$ cat config.mk
export PLATFORM = sky130hd
export DESIGN_NAME = mem_access_unit
export DESIGN_NICKNAME = d
export VERILOG_FILES = /design/src/rtl/mem_pkg.sv /design/src/rtl/load_store_align.sv /design/src/rtl/mem_access_unit.sv
export SDC_FILE = /design/constraint.sdc
export NUM_CORES = 1
export LEC_CHECK = 0
export CORE_AREA = 3 3 238 240
export CTS_BUF_LIST = sky130_fd_sc_hd__clkbuf_4 sky130_fd_sc_hd__clkbuf_8
export DETAILED_ROUTE_END_ITERATION = 7
export DIE_AREA = 0 0 241 243
export GPL_TIMING_DRIVEN = 1
export PLACE_DENSITY = 0.43
export SYNTH_ARGS = -nofsm -noshare
export SYNTH_HDL_FRONTEND = slang
export SYNTH_SLANG_ARGS = --single-unit
export TNS_END_PERCENT = 30
$ cat constraint.sdc
create_clock -name i_clk -period 2.8 [get_ports i_clk]
set_input_delay 0.56 -clock i_clk [delete_from_list [all_inputs] [get_ports i_clk]]
set_output_delay 0.56 -clock i_clk [all_outputs]
set_load 0.01 [all_outputs]
$ cat src/rtl/mem_pkg.sv
// Shared encodings for the memory-access stage: result-source select, access size and FSM states.
package mem_pkg;

  localparam logic [2:0] RES_ALU  = 3'b000;
  localparam logic [2:0] RES_LOAD = 3'b001;
  localparam logic [2:0] RES_PC4  = 3'b010;
  localparam logic [2:0] RES_IMM  = 3'b011;
  localparam logic [2:0] RES_PCT  = 3'b100;

  localparam logic [1:0] SZ_B = 2'b00;
  localparam logic [1:0] SZ_H = 2'b01;
  localparam logic [1:0] SZ_W = 2'b10;
  localparam logic [1:0] SZ_D = 2'b11;

  typedef enum logic [1:0] {IDLE, REQ, RESP} state_t;

endpackage

$ cat src/rtl/load_store_align.sv
// Combinational lane alignment: store data/strobe shifting, load shift and extension, misalign check.
// Misalign detection is active only when MISALIGN_TRAP_EN is defined; otherwise misaligned is 0.
module load_store_align
  import mem_pkg::*;
#(
  parameter int DATA_WIDTH = 64
) (
  input  logic [2:0]              off,
  input  logic [1:0]              size,
  input  logic                    unsigned_ld,
  input  logic [DATA_WIDTH-1:0]   store_data,
  input  logic [DATA_WIDTH-1:0]   rdata,
  output logic [DATA_WIDTH-1:0]   wdata,
  output logic [DATA_WIDTH/8-1:0] wstrb,
  output logic [DATA_WIDTH-1:0]   load_data,
  output logic                    misaligned
);

  localparam int STRB_W = DATA_WIDTH / 8;

  logic [5:0]            lane_sh;
  logic [STRB_W-1:0]     base_strb;
  logic [DATA_WIDTH-1:0] shifted;

  function automatic logic [DATA_WIDTH-1:0] extend(input logic [DATA_WIDTH-1:0] v,
                                                   input logic [1:0] sz,
                                                   input logic uns);
    logic signed [7:0]  b;
    logic signed [15:0] h;
    logic signed [31:0] w;
    b = v[7:0];
    h = v[15:0];
    w = v[31:0];
    case (sz)
      SZ_B:    if (uns) extend = {{(DATA_WIDTH-8){1'b0}}, v[7:0]};
               else     extend = DATA_WIDTH'(b);
      SZ_H:    if (uns) extend = {{(DATA_WIDTH-16){1'b0}}, v[15:0]};
               else     extend = DATA_WIDTH'(h);
      SZ_W:    if (uns) extend = {{(DATA_WIDTH-32){1'b0}}, v[31:0]};
               else     extend = DATA_WIDTH'(w);
      default: extend = v;
    endcase
  endfunction

  assign lane_sh = {off, 3'b000};

  always_comb begin
    case (size)
      SZ_B:    base_strb = STRB_W'(8'h01);
      SZ_H:    base_strb = STRB_W'(8'h03);
      SZ_W:    base_strb = STRB_W'(8'h0F);
      default: base_strb = STRB_W'(8'hFF);
    endcase
  end

  // Bytes pushed past the top lane are simply dropped by the fixed-width shifts.
  assign wdata     = store_data << lane_sh;
  assign wstrb     = base_strb << off;
  assign shifted   = rdata >> lane_sh;
  assign load_data = extend(shifted, size, unsigned_ld);

`ifdef MISALIGN_TRAP_EN
  always_comb begin
    case (size)
      SZ_B:    misaligned = 1'b0;
      SZ_H:    misaligned = off[0];
      SZ_W:    misaligned = |off[1:0];
      default: misaligned = |off;
    endcase
  end
`else
  assign misaligned = 1'b0;
`endif

endmodule

$ cat src/rtl/mem_access_unit.sv
// Memory stage: issues load/store over a valid/ready port, stalls upstream, registers the WB result.
// MISALIGN_TRAP_EN enables suppression of misaligned accesses and the o_misaligned flag.
module mem_access_unit
  import mem_pkg::*;
#(
  parameter int DATA_WIDTH = 64,
  parameter int ADDR_WIDTH = 64,
  parameter int REG_ADDR_W = 5
) (
  input  logic                    i_clk,
  input  logic                    i_arst,
  input  logic [2:0]              i_result_src,
  input  logic                    i_mem_we,
  input  logic                    i_reg_we,
  input  logic [2:0]              i_func3,
  input  logic [ADDR_WIDTH-1:0]   i_pc_plus4,
  input  logic [ADDR_WIDTH-1:0]   i_pc_target,
  input  logic [DATA_WIDTH-1:0]   i_imm_ext,
  input  logic [DATA_WIDTH-1:0]   i_alu_result,
  input  logic [DATA_WIDTH-1:0]   i_write_data,
  input  logic [REG_ADDR_W-1:0]   i_rd_addr,
  output logic                    o_mem_req_valid,
  input  logic                    i_mem_req_ready,
  output logic [ADDR_WIDTH-1:0]   o_mem_addr,
  output logic                    o_mem_we,
  output logic [DATA_WIDTH-1:0]   o_mem_wdata,
  output logic [DATA_WIDTH/8-1:0] o_mem_wstrb,
  input  logic                    i_mem_rvalid,
  input  logic [DATA_WIDTH-1:0]   i_mem_rdata,
  output logic                    o_stall,
  output logic [DATA_WIDTH-1:0]   o_result,
  output logic [REG_ADDR_W-1:0]   o_rd_addr,
  output logic                    o_reg_we,
  output logic                    o_misaligned
);

  state_t state, state_n;

  logic                    is_store, is_load, mem_op, trap, misaligned;
  logic                    req_valid, done, stall;
  logic [DATA_WIDTH-1:0]   load_data, sel_result;
  logic [DATA_WIDTH-1:0]   result_p1;
  logic [REG_ADDR_W-1:0]   rd_p1;
  logic                    vld_p1;

  assign is_store = i_mem_we;
  assign is_load  = !i_mem_we && (i_result_src == RES_LOAD);
  assign mem_op   = is_store || is_load;
  assign trap     = mem_op && misaligned;

  load_store_align #(.DATA_WIDTH(DATA_WIDTH)) u_align (
    .off        (i_alu_result[2:0]),
    .size       (i_func3[1:0]),
    .unsigned_ld(i_func3[2]),
    .store_data (i_write_data),
    .rdata      (i_mem_rdata),
    .wdata      (o_mem_wdata),
    .wstrb      (o_mem_wstrb),
    .load_data  (load_data),
    .misaligned (misaligned)
  );

  always_comb begin
    case (i_result_src)
      RES_LOAD: sel_result = load_data;
      RES_PC4:  sel_result = DATA_WIDTH'(i_pc_plus4);
      RES_IMM:  sel_result = i_imm_ext;
      RES_PCT:  sel_result = DATA_WIDTH'(i_pc_target);
      default:  sel_result = i_alu_result;
    endcase
  end

  always_ff @(posedge i_clk or posedge i_arst) begin
    if (i_arst) state <= IDLE;
    else        state <= state_n;
  end

  // done marks the completion cycle: store accepted or load data returned.
  always_comb begin
    state_n   = state;
    req_valid = 1'b0;
    done      = 1'b0;
    case (state)
      IDLE: begin
        if (mem_op && !trap) begin
          req_valid = 1'b1;
          if (!i_mem_req_ready) state_n = REQ;
          else if (is_store)    done    = 1'b1;
          else                  state_n = RESP;
        end
      end
      REQ: begin
        req_valid = 1'b1;
        if (i_mem_req_ready) begin
          if (is_store) begin
            done    = 1'b1;
            state_n = IDLE;
          end else begin
            state_n = RESP;
          end
        end
      end
      RESP: begin
        if (i_mem_rvalid) begin
          done    = 1'b1;
          state_n = IDLE;
        end
      end
      default: state_n = IDLE;
    endcase
  end

  assign stall           = mem_op && !trap && !done;
  assign o_stall         = !i_arst && stall;
  assign o_mem_req_valid = !i_arst && req_valid;
  assign o_mem_we        = o_mem_req_valid && is_store;
  assign o_mem_addr      = {i_alu_result[ADDR_WIDTH-1:3], 3'b000};

  // ---- stage p1: memory/writeback pipeline register ----
  always_ff @(posedge i_clk or posedge i_arst) begin
    if (i_arst) begin
      result_p1 <= '0;
      rd_p1     <= '0;
      vld_p1    <= 1'b0;
    end else if (stall || trap || is_store) begin
      vld_p1 <= 1'b0;
    end else begin
      result_p1 <= sel_result;
      rd_p1     <= i_rd_addr;
      vld_p1    <= i_reg_we;
    end
  end

`ifdef MISALIGN_TRAP_EN
  logic mis_p1;
  always_ff @(posedge i_clk or posedge i_arst) begin
    if (i_arst) mis_p1 <= 1'b0;
    else        mis_p1 <= trap;
  end
  assign o_misaligned = mis_p1;
`else
  assign o_misaligned = 1'b0;
`endif

  assign o_result  = result_p1;
  assign o_rd_addr = rd_p1;
  assign o_reg_we  = vld_p1;

endmodule

== Yosys cells after proc, flatten, opt, wreduce, memory -nomap -nowiden ==
Cells that the tools add are included.

* Muxes and demuxes: 21
* Equal/unequal tests: 12
* Reduce and logical (&&, ||, !) cells: 13
* Shifts and indexed selects: 3

{| class="wikitable"
|+ Operators with widths
! kind !! number
|-
| $pmux W64 S4 || 1
|-
| $mux W64 || 3
|-
| $pmux W64 S3 || 1
|-
| $shl A64 B6 Y64 || 1
|-
| $shr A64 B6 Y64 || 1
|-
| $pmux W8 S3 || 1
|-
| $mux W2 || 6
|-
| $shl A8 B3 Y8 || 1
|-
| $eq A3 B2 Y1 const B || 2
|-
| $mux W1 || 6
|-
| $ne A2 B2 Y1 const B || 3
|-
| $pmux W2 S3 || 1
|-
| $logic_and A1 B1 Y1 || 5
|-
| $eq A2 B1 Y1 const B || 2
|-
| $eq A2 B2 Y1 const B || 2
|-
| $logic_not A2 Y1 || 2
|-
| $reduce_and A4 Y1 || 1
|-
| $eq A3 B1 Y1 const B || 1
|-
| $eq A3 B3 Y1 const B || 1
|-
| $logic_not A1 Y1 || 3
|-
| $ne A3 B3 Y1 const B || 1
|-
| $pmux W1 S3 || 1
|-
| $logic_or A1 B1 Y1 || 2
|-
| $pmux W1 S2 || 1
|}

* Logic and storage cells: 53
* Bits of input ports: 401
* Bits in registers: 72
* Output and inout port bits: 210

== Longest topological paths before layout ==
* Depth after elaboration: 9
* Mapped depth: 9
* Depth with buffers taken out: 5

== Hierarchy ==
Synthesis repeated with hierarchy kept, for this count alone.

* Cell total of the unflattened synthesis: 1431
* Area, all modules: 11374.7 um^2

{| class="wikitable"
|+ Modules (own cells, without submodules)
! module !! times used !! cells each !! sequential area each (um^2) !! area each (um^2)
|-
| mem_access_unit || 1 || 829 || 1801.7 || 6965.4
|-
| load_store_align || 1 || 602 || 0.0 || 4409.2
|}

== Least setup slack after synthesis ==
Ideal clock, no wire load.

* Path kind: input-to-output
* Start: input port i_arst
* End: output port o_stall
* Data arrival time: 2.568 ns
* Stages: 3
* Data required time: 2.240 ns
* Path slack: -0.328 ns
* Cell sequence: inv_1 -> nand2_1 -> a311oi_1

* Word-level cells in the longest chain between the ends: 2

{| class="wikitable"
|+ RTL lines
! element !! line !! text
|-
| start: declaration || mem_access_unit.sv:11 || <nowiki>input logic i_arst,</nowiki>
|-
| $logic_not A1 Y1 (no line) || n/a ||
|-
| $logic_and A1 B1 Y1 || mem_access_unit.sv:114 || <nowiki>assign o_stall = !i_arst && stall;</nowiki>
|-
| end: declaration || mem_access_unit.sv:30 || <nowiki>output logic o_stall,</nowiki>
|}

No other way between the ends.

== Worst setup path after layout ==
* Start: input port i_result_src[1]
* End: output port o_mem_req_valid

* Word-level cells in the longest chain between the ends: 6

{| class="wikitable"
|+ RTL lines
! element !! line !! text
|-
| start: declaration || mem_access_unit.sv:12 || <nowiki>input logic [2:0] i_result_src,</nowiki>
|-
| $eq A3 B1 Y1 || mem_access_unit.sv:47 || <nowiki>assign is_load = !i_mem_we && (i_result_src == RES_LOAD);</nowiki>
|-
| $logic_and A1 B1 Y1 || mem_access_unit.sv:47 ||
|-
| $logic_or A1 B1 Y1 || mem_access_unit.sv:48 || <nowiki>assign mem_op = is_store || is_load;</nowiki>
|-
| $mux W1 || mem_access_unit.sv:85 || <nowiki>if (mem_op && !trap) begin</nowiki>
|-
| $pmux W1 S2 || mem_access_unit.sv:83 || <nowiki>case (state)</nowiki>
|-
| $logic_and A1 B1 Y1 || mem_access_unit.sv:115 || <nowiki>assign o_mem_req_valid = !i_arst && req_valid;</nowiki>
|-
| end: declaration || mem_access_unit.sv:22 || <nowiki>output logic o_mem_req_valid,</nowiki>
|}

No other way between the ends.

==> metrics.md <==
| Metric | Value |
|---|---|
| Comb pwr share | slightly below 60% |
| CTS tree | yes |
| NetSw | around 2000 µW |
| Gr ovfl total | 0 |
| Total track usage | 21.0% |
| Leading cell type in the layout, fill and taps excluded | clkdlybuf4s50_1 |
| Layout cells sized above 1 | roughly 13% |
| Synth Flop Type | dfrtp_1 |
| Hold Path Class | reg2reg |
| Worst slew pin tran | ~1300 ps |
| Total wire length | approximately 65 mm |
| Commonest non-fill, non-tap cells in the layout | clkdlybuf4s50_1 (588), o21ai_0 (114), nand2_1 (108) |
| Clock Root Buffer | clkbuf_8 |
| Final count of pins violating max slew | 0 |
| Area of the core | approximately 55000 µm² |
| CP Capture Type | output pin |
| Sw Ratio | about 38% |
| Final Skew | around 23 ps |
| Post-synth top area cell | dfrtp_1 |
| Post-synth EDFFs | 0 |
| H-tree levels | 3 |
| Initial Utilization | a little under a fifth |
| Warnings, synthesis | 0 |
| Final setup viols | 0 |
| Nets | between 2000 and 2500 |
| Max FO, Critical Path | 3 |
| Max-cap violations | 0 |
| Final Hold Viols | 0 |
| Crit path DAT | between 2000 and 2500 ps |
| Remaining DRCs | 0 |
| Longest Clk Path Bufs | 2 |
| Area of the multi-input gates | around 7000 µm² |
| Reg clk slew, reported paths | about 80 ps |
| Sequential element share of the synthesized area | 18.1% |
| Setup CP Type | in2out |
| Final critical-path required period | around 2800 ps |
| Row count | between 80 and 90 |
| Initial antenna violation count | 20 |
| Die width | approximately 240 µm |
| I/O Buffers | 606 |
| Status | finished clean |
| Synthesis-to-finish area growth | 74.3% |
| Pre-antenna DRT Iters | 5 |
| IO Pins | a little over 600 |
| Post-Syn Area | roughly 9900 µm² |
| Worst Path Required | between 2000 and 2500 ps |
| Register area | around 1800 µm² |
| Antenna Nets Post-Route | 0 |
| Die Y | 243 µm |
| Die area | ~59000 µm² |
| Netlist cell types | 65 |
| F_max | about 360 MHz |
| Mapped Cells | about 1300 |
| Routed via count | ~13000 |
| Global-route wire length before repair | 89.9 mm |
| Clock power share | around 18% |
| Syn avg cell area | 7.65 µm² |
| Post-synth top area share | a little under a fifth |
| Lkg Pwr | around 0.0067 µW |
| Pint | approximately 3300 µW |
| Fill cells | slightly below 6000 |
| Ys async rst share | 100% |
| CTS sink cnt | 72 |
| TritonCTS Buffers | 9 |
| Yosys reg bits | between 70 and 80 |
| Tightest hold margin | between 400 and 500 ps |
| Pin count of the biggest net entering global routing | 96 |
| Placed cells | between 2000 and 3000 |
| WL/cell | between 20 and 30 µm |
| Peak supply drop | between 150 and 200 µV |
| Cell Count, Final, Fillers Out | between 2000 and 3000 |
| Rel. slew slack | roughly 14% |
| PwrDens | between 300 and 400 nW/µm² |
| Iteration-0 DRC Markers | roughly 760 |
| Gpl congestion | 0.885 |
| Vias per inst | between 4 and 5 |
| Period utilisation layout | between 90% and 100% |
| Dpl hpwl | about 52 mm |
| Vias in the first global route | between 10000 and 15000 |
| RSZ-0062 raised after global routing | true |
| Clock insertion delay at the later pin of the skew report | 420 ps |
| CP Launch Type | input pin |
| Sequential Power Share | about a quarter |
| Synth area leaders | dfrtp_1 (18%), mux2i_1 (9.6%), o21ai_0 (6.0%) |
## cell usage after synthesis, types with 8 or more instances
cell,count
or3_1,26
a31oi_1,42
a41oi_1,15
o21a_1,15
buf_1,14
o211ai_1,14
a22o_1,33
mux4_2,21
o31ai_1,8
o32ai_1,9
o21ai_0,119
o221ai_1,15
clkbuf_1,72
mux2i_1,95
a2bb2oi_1,17
a21oi_1,81
nor2_1,102
nand3_1,16
a22oi_1,16
buf_2,32
buf_4,77
o2bb2ai_1,8
and2_1,33
o22ai_1,49
nand2b_1,26
o31ai_2,9
or3b_2,15
nand2_1,108
mux2_2,29
and3b_1,15
o21ai_1,14
dfrtp_1,72
## worst max-delay path, cell delays in order
cell,delay [ps]
clkdlybuf4s50_1,450
nor3b_4,320
buf_4,170
o31ai_1,70
nor2_1,120
clkdlybuf4s50_1,550
## final timing paths
path | start | endpoint | slack [ps] | depth (start not counted)
worst max-delay path | i_result_src[1] | o_mem_req_valid | 6 | 6
worst min-delay path | o_rd_addr[2]$_DFFE_PP0N_ | o_rd_addr[2]$_DFFE_PP0N_ | 480 | 2
worst max register to register | state[0]$_DFFE_PP0P_ | o_result[29]$_DFFE_PP0N_ | 320 | 5
worst min register to register | o_rd_addr[2]$_DFFE_PP0N_ | o_rd_addr[2]$_DFFE_PP0N_ | 480 | 2
max in group asynchronous | i_arst | o_result[48]$_DFFE_PP0N_ | 1080 | 4
min in group asynchronous | i_arst | o_result[20]$_DFFE_PP0N_ | 730 | 3
## through the flow
stage | utilization, % | worst slack, ps | cell area [µm²] | total power (µW) | setup TNS, ps
after global placement | 31.0 | -334 | 17000 | 4480 | -10930
after CTS | 31.4 | 3.81 | 17200 | 5490 | 0
after floorplan | - | 149 | 9950 | 2640 | 0
after detailed placement | 31.0 | -326 | 17000 | 4480 | -11010
final | 31.6 | 5.79 | 17300 | 5390 | 0
after global routing | 31.5 | -44.6 | 17300 | 5720 | -45.3
## state kept, by name, summed over array words and instances (netlist names)
register   count
state          2
o_result      64
o_rd_addr      5
o_reg_we       1
## power groups by stage
stage          Sequential [µW]  Combinational, µW  Clock, µW
4_1_cts                   1320               3170       1000
2_1_floorplan             1390               1250          0
3_5_place_dp              1330               3150          0
3_3_place_gp              1330               3140          0
6_report                  1310               3130        946
5_1_grt                   1330               3350       1040
## metal layers
| metal | global-route usage [%] | routed length [µm] |
|---|---|---|
| met1 | 25.2 | 26800 |
| met5 | 0 | 134 |
| met2 | 37.2 | 32500 |
| met4 | 4.87 | 1030 |
| met3 | 5.42 | 4450 |
## what timing repair did
| item | CTS | global route |
|---|---|---|
| resized for setup | 7 | 18 |
| hold buffers | 0 | 0 |
| gates cloned | 0 | 1 |
| pin swaps | 1 | 1 |
| setup buffers | 1 | 0 |
| setup endpoints to repair | 7 | 53 |
## final cells by class
type / instances / share of cell area (%)
Timing Repair Buffer: 731 / 42.1
Multi-Input combinational cell: 1020 / 40.8
Sequential cell: 72 / 10.4
Tap cell: 704 / 5.09
Clock buffer: 11 / 0.874
Clock inverter: 4 / 0.303
Inverter: 9 / 0.231
Antenna cell: 11 / 0.159
## cell families (layout without fill, tap and decap cells)
kind of cell	Yosys count	after routing	share of synthesized area, %
compound gates	489	490	32.8
xor+xnor	1	1	0.0882
simple gates	379	379	19.5
buf+inv	210	755	11.6
other cells	1	15	0.0377
flops	72	72	18.1
mux	146	146	17.8
(Power assumes the default switching activity.)
